--- config.mk ---
export PLATFORM = sky130hd
export DESIGN_NAME = cfg_rom_stream_rdr
export DESIGN_NICKNAME = d
export VERILOG_FILES = /design/src/rtl/cfg_rom_pkg.sv /design/src/rtl/cfg_sync_fifo.sv /design/src/rtl/cfg_rom_stream_rdr.sv
export SDC_FILE = /design/constraint.sdc
export NUM_CORES = 1
export LEC_CHECK = 0
export CAP_MARGIN = 20
export CORE_MARGIN = 4
export CORE_UTILIZATION = 57
export DETAILED_ROUTE_END_ITERATION = 6
export PLACE_DENSITY = 0.85
export RECOVER_POWER = 100
export REMOVE_ABC_BUFFERS = 1
export SYNTH_ARGS = -nofsm -noshare
export SYNTH_HDL_FRONTEND = slang
export SYNTH_SLANG_ARGS = --single-unit
--- constraint.sdc ---
create_clock -name clk -period 7.6 [get_ports clk]
set_input_delay 1.52 -clock clk [delete_from_list [all_inputs] [get_ports clk]]
set_output_delay 1.52 -clock clk [all_outputs]
set_load 0.005 [all_outputs]
--- src/rtl/cfg_rom_pkg.sv ---
// cfg_rom_pkg: shared state type and read-latency helpers for the ROM stream reader.
package cfg_rom_pkg;
   typedef enum logic [1:0] {IDLE, ISSUE, DRAIN} state_t;
   function automatic int rd_lat(input logic [1:0] rdtype);
      return rdtype == 2'd0 ? 0 : rdtype == 2'd3 ? 2 : 1;
   endfunction
   // one slot per in-flight read plus two so a steady stream never runs out of credit
   function automatic int fifo_depth(input logic [1:0] rdtype);
      return rd_lat(rdtype) + 2;
   endfunction
endpackage

--- src/rtl/cfg_sync_fifo.sv ---
// cfg_sync_fifo: synchronous FIFO, arbitrary depth; a pop frees the slot for a same-cycle push when full.
module cfg_sync_fifo
   import cfg_rom_pkg::*;
#(
   parameter int W = 33,
   parameter int DEPTH = 3
) (
   input  logic                           clk,
   input  logic                           rst_n,
   input  logic                           wr_en,
   input  logic [W-1:0]                   wr_data,
   input  logic                           rd_en,
   output logic [W-1:0]                   rd_data,
   output logic                           full,
   output logic                           empty,
   output logic [$clog2(DEPTH+1)-1:0]     count
);
   localparam int AW = DEPTH > 1 ? $clog2(DEPTH) : 1;
   localparam int CW = $clog2(DEPTH + 1);
   logic [W-1:0] mem [DEPTH];
   logic [AW-1:0] wptr, rptr;
   logic do_wr, do_rd;
   assign full = count == CW'(DEPTH);
   assign empty = count == '0;
   assign do_rd = rd_en && !empty;
   assign do_wr = wr_en && (!full || do_rd);
   assign rd_data = mem[rptr];
   always_ff @(posedge clk)
      if (do_wr) mem[wptr] <= wr_data;
   always_ff @(posedge clk) begin
      if (!rst_n) begin
         wptr <= '0;
         rptr <= '0;
         count <= '0;
      end else begin
         if (do_wr) wptr <= wptr == AW'(DEPTH - 1) ? '0 : wptr + AW'(1);
         if (do_rd) rptr <= rptr == AW'(DEPTH - 1) ? '0 : rptr + AW'(1);
         count <= count + CW'(do_wr) - CW'(do_rd);
      end
   end
endmodule

--- src/rtl/cfg_rom_stream_rdr.sv ---
// cfg_rom_stream_rdr: issues credit-limited burst reads to a fixed-latency ROM
// and re-presents the returned entries as a valid/ready stream with a last flag.
module cfg_rom_stream_rdr
   import cfg_rom_pkg::*;
#(
   parameter int         ADDR_BITS = 6,
   parameter int         DATA_W    = 32,
   parameter logic [1:0] RDTYPE    = 2'd1,
   parameter int         CNT_W     = 8
) (
   input  logic                 clk,
   input  logic                 rst_n,
   input  logic                 req_valid,
   output logic                 req_ready,
   input  logic [ADDR_BITS-1:0] req_addr,
   input  logic [CNT_W-1:0]     req_len,
   output logic                 rom_me,
   output logic [ADDR_BITS-1:0] rom_addr,
   input  logic [DATA_W-1:0]    rom_rdata,
   output logic                 out_valid,
   input  logic                 out_ready,
   output logic [DATA_W-1:0]    out_data,
   output logic                 out_last,
   output logic                 busy
);
   localparam int LAT = rd_lat(RDTYPE);
   localparam int FIFO_DEPTH = fifo_depth(RDTYPE);
   localparam int LD = LAT > 0 ? LAT : 1;
   localparam int CW = $clog2(FIFO_DEPTH + 1);
   state_t state, state_nxt;
   logic [ADDR_BITS-1:0] cur_addr, addr_q;
   logic [CNT_W-1:0] remaining;
   logic [1:0] tag_pipe [LD];
   logic [CW-1:0] fifo_count, inflight;
   logic credit_ok, is_last, wr_en, wr_last, fifo_full, fifo_empty, pop, head_last;
   logic [DATA_W-1:0] head_data;
   assign is_last = remaining == '0;
   assign pop = out_valid && out_ready;
   assign credit_ok = ({1'b0, fifo_count} + {1'b0, inflight}) < (CW+1)'(FIFO_DEPTH);
   assign rom_addr = rom_me ? cur_addr : addr_q;
   always_ff @(posedge clk) begin
      if (!rst_n) state <= IDLE;
      else state <= state_nxt;
   end
   always_comb begin
      state_nxt = state;
      if (state == IDLE && req_valid) state_nxt = ISSUE;
      if (state == ISSUE && rom_me && is_last) state_nxt = DRAIN;
      if (state == DRAIN && pop && head_last) state_nxt = IDLE;
   end
   always_comb begin
      req_ready = state == IDLE;
      busy = state != IDLE;
      rom_me = state == ISSUE && credit_ok;
   end
   always_ff @(posedge clk) begin
      if (!rst_n) begin
         cur_addr <= '0;
         addr_q <= '0;
         remaining <= '0;
      end else if (req_valid && req_ready) begin
         cur_addr <= req_addr;
         remaining <= req_len;
      end else if (rom_me) begin
         cur_addr <= cur_addr + ADDR_BITS'(1);
         addr_q <= cur_addr;
         remaining <= remaining - CNT_W'(1);
      end
   end
   // {valid, last} tag per read, aligned so its exit coincides with the ROM data
   generate
      if (LAT == 0) begin : g_lat0
         assign tag_pipe[0] = 2'b00;
         assign wr_en = rom_me;
         assign wr_last = is_last;
      end else begin : g_latn
         always_ff @(posedge clk) begin
            if (!rst_n) begin
               for (int i = 0; i < LAT; i++) tag_pipe[i] <= 2'b00;
            end else begin
               tag_pipe[0] <= {rom_me, is_last};
               for (int i = 1; i < LAT; i++) tag_pipe[i] <= tag_pipe[i-1];
            end
         end
         assign wr_en = tag_pipe[LAT-1][1];
         assign wr_last = tag_pipe[LAT-1][0];
      end
   endgenerate
   always_comb begin
      inflight = '0;
      for (int i = 0; i < LD; i++) inflight = inflight + CW'(tag_pipe[i][1]);
   end
   cfg_sync_fifo #(.W(DATA_W + 1), .DEPTH(FIFO_DEPTH)) u_fifo (
      .clk(clk),
      .rst_n(rst_n),
      .wr_en(wr_en),
      .wr_data({wr_last, rom_rdata}),
      .rd_en(out_ready),
      .rd_data({head_last, head_data}),
      .full(fifo_full),
      .empty(fifo_empty),
      .count(fifo_count)
   );
   assign out_valid = !fifo_empty;
   assign out_data = out_valid ? head_data : '0;
   assign out_last = out_valid && head_last;
   assert property (@(posedge clk) disable iff (!rst_n) !(wr_en && fifo_full && !pop));
endmodule

Word level (Yosys, flattened, before mapping)
Memory sizes are Yosys's and may differ from the RTL's. A register that Yosys moved wholly into a read port is not among the register bits.
Cells that the tools add are included.
{"block": "word_totals", "input_bits": 50, "ram_bits": 101, "n_memories": 2, "reg_bits": 28}
{"name": "u_fifo.mem", "words": 3, "word_bits": 33, "read_ports": 1, "rd_clocked_by_memory_dff": 1, "write_ports": 1, "line_no": "cfg_sync_fifo.sv:20", "source": "logic [W-1:0] mem [DEPTH];"}
{"name": "tag_pipe", "words": 1, "word_bits": 2, "read_ports": 1, "rd_clocked_by_memory_dff": 0, "write_ports": 1, "line_no": "cfg_rom_stream_rdr.sv:33", "source": "logic [1:0] tag_pipe [LD];"}
{"block": "classes", "n_reduce_logical": 21, "magnitude_cmp": 1, "mux": 18, "eq_ne": 5, "addsub": 7, "n_bitwise": 1}
{"operator": "2-to-1 mux 32 bit", "count": 1}
{"operator": "2-to-1 mux 6 bit", "count": 3}
{"operator": "2-to-1 mux 8 bit", "count": 2}
{"operator": "2-to-1 mux 2 bit", "count": 7}
{"operator": "logical AND 1 bit", "count": 9}
{"operator": "equality test 2 bit, second input constant", "count": 4}
{"operator": "logical NOT 8 bit", "count": 1}
{"operator": "subtractor 8 x 1 -> 8 bit, second input constant", "count": 1}
{"operator": "adder 6 x 1 -> 6 bit, second input constant", "count": 1}
{"operator": "nonzero test 2 bit", "count": 3}
{"operator": "2-to-1 mux 1 bit", "count": 5}
{"operator": "adder 2 x 1 -> 2 bit, second input constant", "count": 2}
{"operator": "logical NOT 2 bit", "count": 2}
{"operator": "OR reduction 2 bit", "count": 2}
{"operator": "adder 2 x 1 -> 3 bit", "count": 1}
{"operator": "< comparator 3 x 2 -> 1 bit, second input constant", "count": 1}
{"operator": "OR reduction 3 bit", "count": 1}
{"operator": "adder 2 x 1 -> 2 bit", "count": 1}
{"operator": "equality test 2 x 1 -> 1 bit, second input constant", "count": 1}
{"operator": "logical NOT 1 bit", "count": 2}
{"operator": "subtractor 2 x 1 -> 2 bit", "count": 1}
{"operator": "logical OR 1 bit", "count": 1}
{"operator": "inverter 1 bit", "count": 1}

Longest topological paths before layout
Gate-level depths: netlist of run 1.
{"block": "depth", "word_depth": 7, "depth_mapped": 8}

Modules after synthesis
Synthesis of run 1 repeated with hierarchy kept, for this count alone.
{"block": "hier_totals", "hier_cells": 415, "area_unflattened_um2": 5447.7}
{"mod": "cfg_sync_fifo", "area_each_um2": 4045.1, "instances": 1, "cells_each": 251, "seq_area_each_um2": 3133.0}
{"mod": "cfg_rom_stream_rdr", "area_each_um2": 1402.6, "instances": 1, "cells_each": 164, "seq_area_each_um2": 480.5}

Worst setup path before layout of run 1
Ideal clock, no wire load.
{"block": "synth_timing", "path_kind": "input-to-reg", "start": "input out_ready", "end": "memory u_fifo.mem[2][0], enable pin", "n_path_buf": 0, "stages": 2, "t_required_ns": 7.129, "t_arrival_ns": 4.147, "slack_ns": 2.982, "path_cell_list": "o21ai_1 > nor3b_1"}
{"block": "synth_via", "elab_chain_cells": 5}
{"element": "start, declared", "line_no": "cfg_rom_stream_rdr.sv:21", "source": "input logic out_ready,"}
{"element": "logical AND 1 bit", "line_no": "cfg_sync_fifo.sv:25", "source": "assign do_rd = rd_en && !empty;"}
{"element": "logical OR 1 bit", "line_no": "cfg_sync_fifo.sv:26", "source": "assign do_wr = wr_en && (!full || do_rd);"}
{"element": "logical AND 1 bit", "line_no": "cfg_sync_fifo.sv:26"}
{"element": "2-to-1 mux 1 bit", "line_no": "cfg_sync_fifo.sv:29", "source": "if (do_wr) mem[wptr] <= wr_data;"}
{"element": "2-to-1 mux 1 bit (not written as such)", "line_no": "cfg_sync_fifo.sv:29"}
{"element": "end, declared", "line_no": "cfg_sync_fifo.sv:20"}
No other way between the ends.

Final worst setup path of run 1
{"block": "layout_timing", "start": "register u_fifo.count[0]", "end": "output rom_addr[3]"}
{"block": "layout_via", "elab_chain_cells": 4}
{"element": "start, declared", "line_no": "cfg_sync_fifo.sv:16", "source": "output logic [$clog2(DEPTH+1)-1:0] count"}
{"element": "start signal, assigned", "line_no": "cfg_sync_fifo.sv:38", "source": "count <= count + CW'(do_wr) - CW'(do_rd);"}
{"element": "adder 2 x 1 -> 3 bit", "line_no": "cfg_rom_stream_rdr.sv:39", "source": "assign credit_ok = ({1'b0, fifo_count} + {1'b0, inflight}) < (CW+1)'(FIFO_DEPTH);"}
{"element": "< comparator 3 x 2 -> 1 bit", "line_no": "cfg_rom_stream_rdr.sv:39"}
{"element": "logical AND 1 bit", "line_no": "cfg_rom_stream_rdr.sv:54", "source": "rom_me = state == ISSUE && credit_ok;"}
{"element": "2-to-1 mux 6 bit"}
{"element": "end, declared", "line_no": "cfg_rom_stream_rdr.sv:18", "source": "output logic [ADDR_BITS-1:0] rom_addr,"}
No other way between the ends.

==> impl_metrics.env, run 1 <==
export IMPL_status="finished with violations"
export IMPL_failed_checks="capacitance limit, slew limit"
export IMPL_vias_per_cell=5.57
export IMPL_cp_end_kind="primary output"
export IMPL_grt_pass1_vias=3710
export IMPL_die_w_um=105
export IMPL_grt_max_degree=67
export IMPL_power_density_nw_per_um2=309
export IMPL_min_to="u_fifo.mem[1][32]"
export IMPL_yosys_cell_types_count=39
export IMPL_relSlewSlack_pct=-32.1
export IMPL_synth_yosys_warnings=0
export IMPL_cts_setup_buffers=0
export IMPL_clk_pin_slew_ps=60
export IMPL_wire_per_inst_um=17.9
export IMPL_ant_nets=0
export IMPL_crit_path_max_incr_delay_ps=580
export IMPL_fin_tns_setup_ps=0
export IMPL_post_cts_resized=0
export IMPL_crit_type="reg2out"
export IMPL_stdcell_count=635
export IMPL_fillers=556
export IMPL_slew_violations=137
export IMPL_htree_num_levels=4
export IMPL_cts_tree="yes"
export IMPL_utilization_pct=75.4
export IMPL_cts_sinks=131
export IMPL_crit_arrival_ps=3110
export IMPL_max_freq_ghz=0.216
export IMPL_hold_viol=0
export IMPL_antenna_cells=0
export IMPL_core_area_um2=9150
export IMPL_setup_viol=0
export IMPL_synth_top_area_share_pct=55.8
export IMPL_crit_fanout=12
export IMPL_min_path_cells=0
export IMPL_vdd_drop_max_mv=0.236
export IMPL_port_buffers=92
export IMPL_routabilityCongestion=0.831
export IMPL_syn_avg_cell_area_um2=12.9
export IMPL_grt_overflow_total=0
export IMPL_critPathLaunchType="flop"
export IMPL_syn_cell_area_um2=5330
export IMPL_root_buffer="clkbuf_8"
export IMPL_rsz0062_at_grt="no"
export IMPL_skew_ps=13.4
export IMPL_drt_iter0_drc=186
export IMPL_drive_above_1_share_pct=8.21
export IMPL_layout_common_cells="99 x edfxtp_1, 73 x nor2_1, 72 x dlygate4sd3_1, 50 x a21oi_1, 35 x mux2i_1"
export IMPL_fin_nets=568
export IMPL_r2r_start="u_fifo.count[1]"
export IMPL_clk_latency_ps=510
export IMPL_yosys_area_top_type="edfxtp_1"
export IMPL_grt_util_all_layers_pct=21.8
export IMPL_start_util_pct=58.2
export IMPL_power_leakage_nw=2.53
export IMPL_syn_instance_count=414
export IMPL_ioPinCount=93
export IMPL_die_y_um=105
export IMPL_cpMostUsedCell="ha_1"
export IMPL_vias=3539
export IMPL_cpMaxStageDelayCell="and3_1"
export IMPL_die_area_um2=11000
export IMPL_min_path_type="reg2reg"
export IMPL_final_common_cell="edfxtp_1"
export IMPL_hp_start="tag_pipe[0][0]"
export IMPL_dr_pass1_iters=4
export IMPL_netlist_top_cells_area="edfxtp_1 56%, dfxtp_1 12%, mux2i_1 6.6%"
export IMPL_row_count=35
export IMPL_period_share_pct=60.9
export IMPL_rrSetupSlack_ps=4610
export IMPL_r2r_end="u_fifo.mem[1][20]"
export IMPL_antenna_found_initial=1
export IMPL_wl_um=11400
export IMPL_crit_chain="ha_1 > ha_1 > nand2_1 > and3_1 > mux2_1 > dlygate4sd3_1"
export IMPL_required_ps=6080
export IMPL_period_needed_ps=4630
export IMPL_worst_pin_slew_ps=1980
export IMPL_clock_path_buffers=2
export IMPL_holdBufCountCts=0
export IMPL_reg2regPathDepth=5
export IMPL_ys_ff_latch=131
export IMPL_drc=0
export IMPL_grt_pass1_wl_um=18500
export IMPL_max_cap_violations=4
export IMPL_synth_seq_area_share_pct=67.9
export IMPL_cts_made_buffers=17
export IMPL_area_delta_synth_final_pct=29.6
export IMPL_placed_cells=602
export IMPL_dp_hpwl_um=6890
-- where the power goes --
group	total [W]	internal [W]	switching, W
combinational	0.000486	0.000251	0.000235
clock	0.000763	0.000442	0.000321
sequential	0.000879	0.000820	0.0000596
total	0.00213	0.00151	0.000616
-- state kept, by name, indices dropped and copies added (netlist names), named ones only --
| register | cells |
|---|---|
| remaining | 8 |
| cur_addr | 6 |
| u_fifo.count | 2 |
| addr_q | 6 |
| u_fifo.rptr | 2 |
| u_fifo.mem | 99 |
| u_fifo.wptr | 2 |
| tag_pipe | 2 |
| state | 2 |
-- per-stage QoR --
| step | area, um^2 | setup slack [ps] | power [W] | hold slack [ps] |
|---|---|---|---|---|
| after floorplan | 5240 | 2980 | 0.00114 | 421 |
| after global placement | 6350 | 3970 | 0.00139 | 433 |
| after detailed placement | 6350 | 3900 | 0.00141 | 442 |
| after CTS | 6910 | 3310 | 0.00218 | 459 |
| after global routing | 6900 | 2790 | 0.00223 | 491 |
| final | 6900 | 2970 | 0.00213 | 458 |
-- critical path: cells and delay by family, from the launching register on --
family,cells,cell delay [ps]
simple gates,2,730
buf+inv,1,580
fa+ha+maj,2,540
mux,1,400
flops,1,350
-- cells by family (layout without fill, tap and decap cells) --
group / count (synthesis) / in the layout / share of synthesized area (%)
AO/OA/AOI/OAI: 70 / 70 / 6.93
XOR/XNOR: 13 / 13 / 2.14
adder cells (fa/ha/maj): 7 / 7 / 1.64
buffers and inverters: 31 / 141 / 2.40
flip-flops: 131 / 131 / 67.9
multiplexers: 41 / 41 / 8.13
AND/OR/NAND/NOR: 121 / 121 / 10.9
-- metal layers --
metal	up-vias	GRT usage, %	share of wire [%]
li1	1700	-	-
met4	2	7.59	1.9
met5	-	0	0.061
met2	134	38.0	52
met3	22	6.42	6.4
met1	1681	25.7	40
-- how the worst max path moves through the flow --
| stage | from | endpoint | slack [ps] | cells past startpoint |
|---|---|---|---|---|
| after floorplan | out_ready | u_fifo.mem[2][0] | 2980 | 2 |
| after global placement | flop | out_last | 3970 | 5 |
| after detailed placement | u_fifo.count[0] | rom_addr[3] | 3900 | 6 |
| after CTS | flop | out_data[24] | 3310 | 5 |
| after global routing | u_fifo.count[0] | rom_addr[3] | 2790 | 6 |
| final | u_fifo.count[0] | rom_addr[3] | 2970 | 6 |
-- Yosys cell counts (all sizes together) --
| cell | n |
|---|---|
| a21oi | 50 |
| a311oi | 1 |
| o21a | 1 |
| mux2 | 6 |
| or3b | 1 |
| and4bb | 1 |
| clkbuf | 14 |
| xnor2 | 9 |
| edfxtp | 99 |
| nor4 | 4 |
| and2 | 10 |
| mux2i | 35 |
| buf | 5 |
| o21ai | 15 |
| dfxtp | 32 |
| xor2 | 4 |
| nand2 | 11 |
| o221a | 1 |
| nor2 | 74 |
| and2b | 1 |
| or3 | 2 |
| nand4bb | 1 |
| a211oi | 1 |
| nor3 | 8 |
| nand4 | 3 |
| and3 | 2 |
| nand3 | 1 |
| inv | 12 |
| or4b | 1 |
| a31o | 1 |
| ha | 7 |
| nor3b | 1 |
-- layout make-up --
| class | instances | area [um^2] | area share [%] |
|---|---|---|---|
| clock buffers | 17 | 414 | 6.00 |
| clock inverters | 15 | 146 | 2.12 |
| inverters | 12 | 45.0 | 0.653 |
| multi-input cells | 252 | 1580 | 22.8 |
| flip-flops and latches | 131 | 3620 | 52.4 |
| well taps | 111 | 139 | 2.01 |
| repair buffers | 97 | 963 | 14.0 |
Power figures use the tool's default switching activity.
==> inputs of run 2 (changes only) <==
Settings changed: CORE_UTILIZATION 57 to 47, PLACE_DENSITY 0.85 to 0.75.
Clock period 7.6 ns to 3.96 ns, I/O delays scaled along.
==> run 2 against run 1 <==
The flow still finishes with violations (capacitance limit, slew limit); sequential share of layout area shrank 0.74 points; final area increased by 1.4%; critical endpoint is now out_data[29]; wire length shrank 10%; largest cell class unchanged; global-route usage down 5.0 points.
==> impl_metrics.env, run 2 (same netlist as run 1, synthesis figures left out) <==
export IMPL_max_freq_ghz=0.282
export IMPL_dr_pass1_iters=4
export IMPL_post_cts_resized=0
export IMPL_power_density_nw_per_um2=597
export IMPL_port_buffers=92
export IMPL_reg_top3="u_fifo.mem (99), remaining (8)"
export IMPL_die_w_um=114
export IMPL_crit_fanout=15
export IMPL_largest_reg_flops=99
export IMPL_required_ps=3170
export IMPL_min_path_type="reg2reg"
export IMPL_skew_ps=5.68
export IMPL_root_buffer="clkbuf_16"
export IMPL_area_delta_synth_final_pct=31.4
export IMPL_max_cap_violations=2
export IMPL_pre_cts_slack_ps=1030
export IMPL_seq_area_um2=3610
export IMPL_grt_util_all_layers_pct=16.8
export IMPL_ioPinCount=93
export IMPL_cts_sinks=131
export IMPL_cts_made_buffers=17
export IMPL_status="finished with violations"
export IMPL_cp_end_kind="primary output"
export IMPL_vdd_drop_max_mv=0.316
export IMPL_drc=0
export IMPL_grt_max_degree=35
export IMPL_die_y_um=114
export IMPL_core_area_um2=11000
export IMPL_grt_pass1_wl_um=17100
export IMPL_fin_ws_ps=418
export IMPL_drive_above_1_share_pct=8.32
export IMPL_relSlewSlack_pct=-6.56
export IMPL_final_common_cell="edfxtp_1"
export IMPL_antenna_found_initial=1
export IMPL_htree_num_levels=4
export IMPL_rsz0062_at_grt="no"
export IMPL_power_leakage_nw=2.54
export IMPL_cts_tree="yes"
export IMPL_holdBufCountCts=0
export IMPL_period_needed_ps=3540
export IMPL_period_share_pct=89.5
export IMPL_clock_path_buffers=2
export IMPL_die_area_um2=13100
export IMPL_wire_per_inst_um=15.3
export IMPL_grt_pass1_vias=3528
export IMPL_clk_latency_ps=400
export IMPL_max_flop_register="u_fifo.mem"
export IMPL_failed_checks="capacitance limit, slew limit"
export IMPL_clk_pin_slew_ps=60
export IMPL_cts_setup_buffers=0
export IMPL_drt_iter0_drc=240
export IMPL_crit_arrival_ps=2750
export IMPL_hold_viol=0
export IMPL_wl_um=10200
export IMPL_fin_tns_setup_ps=0
export IMPL_layout_common_cells="99 x edfxtp_1, 74 x nor2_1, 65 x dlygate4sd3_1, 50 x a21oi_1, 35 x mux2i_1"
export IMPL_fillers=841
export IMPL_crit_type="reg2out"
export IMPL_vias=3420
export IMPL_routabilityCongestion=0.797
export IMPL_row_count=38
export IMPL_start_util_pct=48.5
export IMPL_setup_viol=0
export IMPL_dp_hpwl_um=6910
export IMPL_multi_input_area_um2=1580
export IMPL_ant_nets=0
export IMPL_fin_nets=573
export IMPL_worst_pin_slew_ps=1600
export IMPL_slew_violations=54
export IMPL_critPathLaunchType="flop"
export IMPL_grt_overflow_total=0
export IMPL_vias_per_cell=5.10
[run 2: cell types whose count changed in the layout (fill, tap and decap cells not counted), sizes merged, moves of 2 or more]
| cell | previous run | this run |
|---|---|---|
| clkbuf | 21 | 24 |
| clkdlybuf4s50 | 20 | 27 |
| dlygate4sd3 | 72 | 65 |
| inv | 19 | 15 |
| buf | 1 | 4 |
| bufinv | 1 | 3 |
[run 2: metal layers]
metal,global-route usage (%),vias to the layer above,share of wire [%]
met1,20.6,1616,43
li1,-,1706,-
met5,0,-,0
met2,28.4,87,51
met3,4.60,11,5.3
met4,5.94,0,0.89
[run 2: cell type report]
class                           instances  share of cell area (%)
Antenna cell                            1                  0.0358
Timing Repair Buffer                  102                    13.9
Sequential cell                       131                    51.7
Clock inverter                         14                    2.56
Multi-Input combinational cell        252                    22.6
Tap cell                              140                    2.50
Inverter                               12                   0.644
Clock buffer                           18                    6.13
[run 2: power breakdown]
part | switching [W] | internal, W
sequential | 0.0000689 | 0.00157
combinational | 0.000469 | 0.000503
clock | 0.000565 | 0.000997
[run 2: worst max-delay path, cell delays in order (launching register included)]
cell and delay [ps]:
dfxtp_1 360, nor2_1 940, clkbuf_1 370, nor2_1 90, dlygate4sd3_1 590
[run 2: per-stage QoR]
step / area [um^2] / std cells / utilization [%] / power, W / hold WS [ps]
3_3_place_gp: 6440 / 637 / 58.6 / 0.00269 / 430
3_5_place_dp: 6440 / 637 / 58.6 / 0.00272 / 456
4_1_cts: 7050 / 669 / 64.2 / 0.00430 / 467
2_1_floorplan: 5240 / 395 / - / 0.00218 / 421
5_1_grt: 7000 / 670 / 63.7 / 0.00441 / 490
6_report: 7000 / 670 / 63.7 / 0.00418 / 457
[run 2: path summary, 6_finish.rpt]
| check | start | end | slack, ps | depth (start not counted) |
|---|---|---|---|---|
| worst max-delay path | u_fifo.count[1] | out_data[29] | 420 | 4 |
| worst min-delay path | tag_pipe[0][0] | u_fifo.mem[0][32] | 460 | 0 |
| worst max register to register | u_fifo.count[1] | u_fifo.mem[1][2] | 1110 | 5 |
| worst min register to register | tag_pipe[0][0] | u_fifo.mem[0][32] | 460 | 0 |
==> inputs of run 3 (changes only) <==
Settings changed: MAX_ROUTING_LAYER set to met4.
==> run 3 against run 2 <==
The flow still finishes with violations (capacitance limit, slew limit); maximum frequency is 0.42% higher; utilization stayed put; final area stayed put; wire length about the same.
==> impl_metrics.env, run 3 (same netlist as run 1, synthesis figures left out) <==
export IMPL_cts_tree="yes"
export IMPL_crit_type="reg2out"
export IMPL_failed_checks="capacitance limit, slew limit"
export IMPL_dp_hpwl_um=6910
export IMPL_largest_reg_flops=99
export IMPL_final_area_um2=7000
export IMPL_crit_fanout=15
export IMPL_status="finished with violations"
export IMPL_area_delta_synth_final_pct=31.4
export IMPL_period_needed_ps=3530
export IMPL_cpMaxStageDelayCell="nor2_1"
export IMPL_clk_pin_slew_ps=60
export IMPL_holdBufCountCts=0
export IMPL_ant_nets=0
export IMPL_cts_setup_buffers=0
export IMPL_holdWs_ps=459
export IMPL_root_buffer="clkbuf_16"
export IMPL_reg_top3="u_fifo.mem (99), remaining (8)"
export IMPL_skew_ps=4.51
export IMPL_wire_per_inst_um=15.3
export IMPL_required_ps=3170
export IMPL_setup_viol=0
export IMPL_max_cap_violations=2
export IMPL_cp_end_kind="primary output"
export IMPL_routabilityCongestion=0.809
export IMPL_fin_nets=573
export IMPL_dpl_instance_area_um2=6440
export IMPL_htree_num_levels=4
export IMPL_fin_tns_setup_ps=0
export IMPL_drc=0
export IMPL_grt_pass1_vias=3546
export IMPL_core_area_um2=11000
export IMPL_worst_pin_slew_ps=1610
export IMPL_post_cts_resized=0
export IMPL_final_common_cell="edfxtp_1"
export IMPL_grt_util_all_layers_pct=17.2
export IMPL_cpMostUsedCell="nor2_1"
export IMPL_crit_chain="nor2_1 > clkbuf_1 > nor2_1 > dlygate4sd3_1"
export IMPL_rsz0062_at_grt="no"
export IMPL_power_density_nw_per_um2=597
export IMPL_start_util_pct=48.5
export IMPL_vias=3421
export IMPL_path_delay_family="simple AND/OR/NAND/NOR gates"
export IMPL_relSlewSlack_pct=-7.03
export IMPL_period_share_pct=89.1
export IMPL_min_path_type="reg2reg"
export IMPL_crit_arrival_ps=2740
export IMPL_hold_viol=0
export IMPL_row_count=38
export IMPL_max_freq_ghz=0.283
export IMPL_power_leakage_nw=2.54
export IMPL_critPathBufInv=2
export IMPL_grt_max_degree=35
export IMPL_wl_um=10200
export IMPL_port_buffers=92
export IMPL_slew_violations=54
export IMPL_die_w_um=114
export IMPL_drt_iter0_drc=230
export IMPL_clk_latency_ps=400
export IMPL_die_area_um2=13100
export IMPL_dr_pass1_iters=4
export IMPL_grt_pass1_wl_um=17100
export IMPL_vdd_drop_max_mv=0.316
export IMPL_die_y_um=114
export IMPL_drive_above_1_share_pct=8.32
export IMPL_grt_overflow_total=0
export IMPL_crit_path_max_incr_delay_ps=930
export IMPL_vias_per_cell=5.11
export IMPL_critPathLaunchType="flop"
export IMPL_clock_path_buffers=2
export IMPL_cts_made_buffers=17
export IMPL_utilization_pct=63.7
export IMPL_antenna_found_initial=1
export IMPL_cts_sinks=131
export IMPL_layout_common_cells="99 x edfxtp_1, 74 x nor2_1, 65 x dlygate4sd3_1, 50 x a21oi_1, 35 x mux2i_1"
export IMPL_ioPinCount=93
export IMPL_max_flop_register="u_fifo.mem"
==> run 3: power breakdown <==
group / switching [W] / internal (W) / leakage, nW / total [W]
Combinational: 0.000469 / 0.000503 / 1.09 / 0.000973
Clock: 0.000565 / 0.000997 / 0.287 / 0.00156
Sequential: 0.0000689 / 0.00157 / 1.16 / 0.00164
Total: 0.00110 / 0.00307 / 2.54 / 0.00418
==> run 3: final timing paths <==
check | from | endpoint | slack (ps) | cells past startpoint
hold / removal | tag_pipe[0][0] | u_fifo.mem[1][32] | 460 | 0
setup / recovery | u_fifo.count[1] | out_data[29] | 430 | 4
hold reg to reg | tag_pipe[0][0] | u_fifo.mem[1][32] | 460 | 0
setup reg to reg | u_fifo.count[1] | u_fifo.mem[1][19] | 1100 | 5
==> run 3: worst register-to-register path, stage by stage (launching register included) <==
cell and delay, ps:
dfxtp_1 360, nand2_1 70, o21ai_0 210, or3b_1 450, inv_1 260, clkbuf_1 1120
==> run 3: area by class of cell <==
cell class | instances | area, um^2
well taps | 140 | 175
inverters | 12 | 45.0
multi-input cells | 252 | 1580
clock inverters | 14 | 179
flip-flops and latches | 131 | 3610
diodes | 1 | 2.50
repair buffers | 102 | 973
fillers | 841 | 3990
clock buffers | 18 | 429
==> run 3: layer usage <==
layer | track usage [%] | share of wire, %
met3 | 4.18 | 5.3
met4 | 5.94 | 0.67
met2 | 28.4 | 51
met1 | 20.8 | 43
met5 | - | 0
==> run 3: per-stage QoR <==
stage | total power [W] | setup slack, ps | std cells
2_1_floorplan | 0.00218 | 69.5 | 395
3_3_place_gp | 0.00269 | 1030 | 637
5_1_grt | 0.00441 | 220 | 670
6_report | 0.00418 | 432 | 670
4_1_cts | 0.00430 | 568 | 669
3_5_place_dp | 0.00272 | 1030 | 637
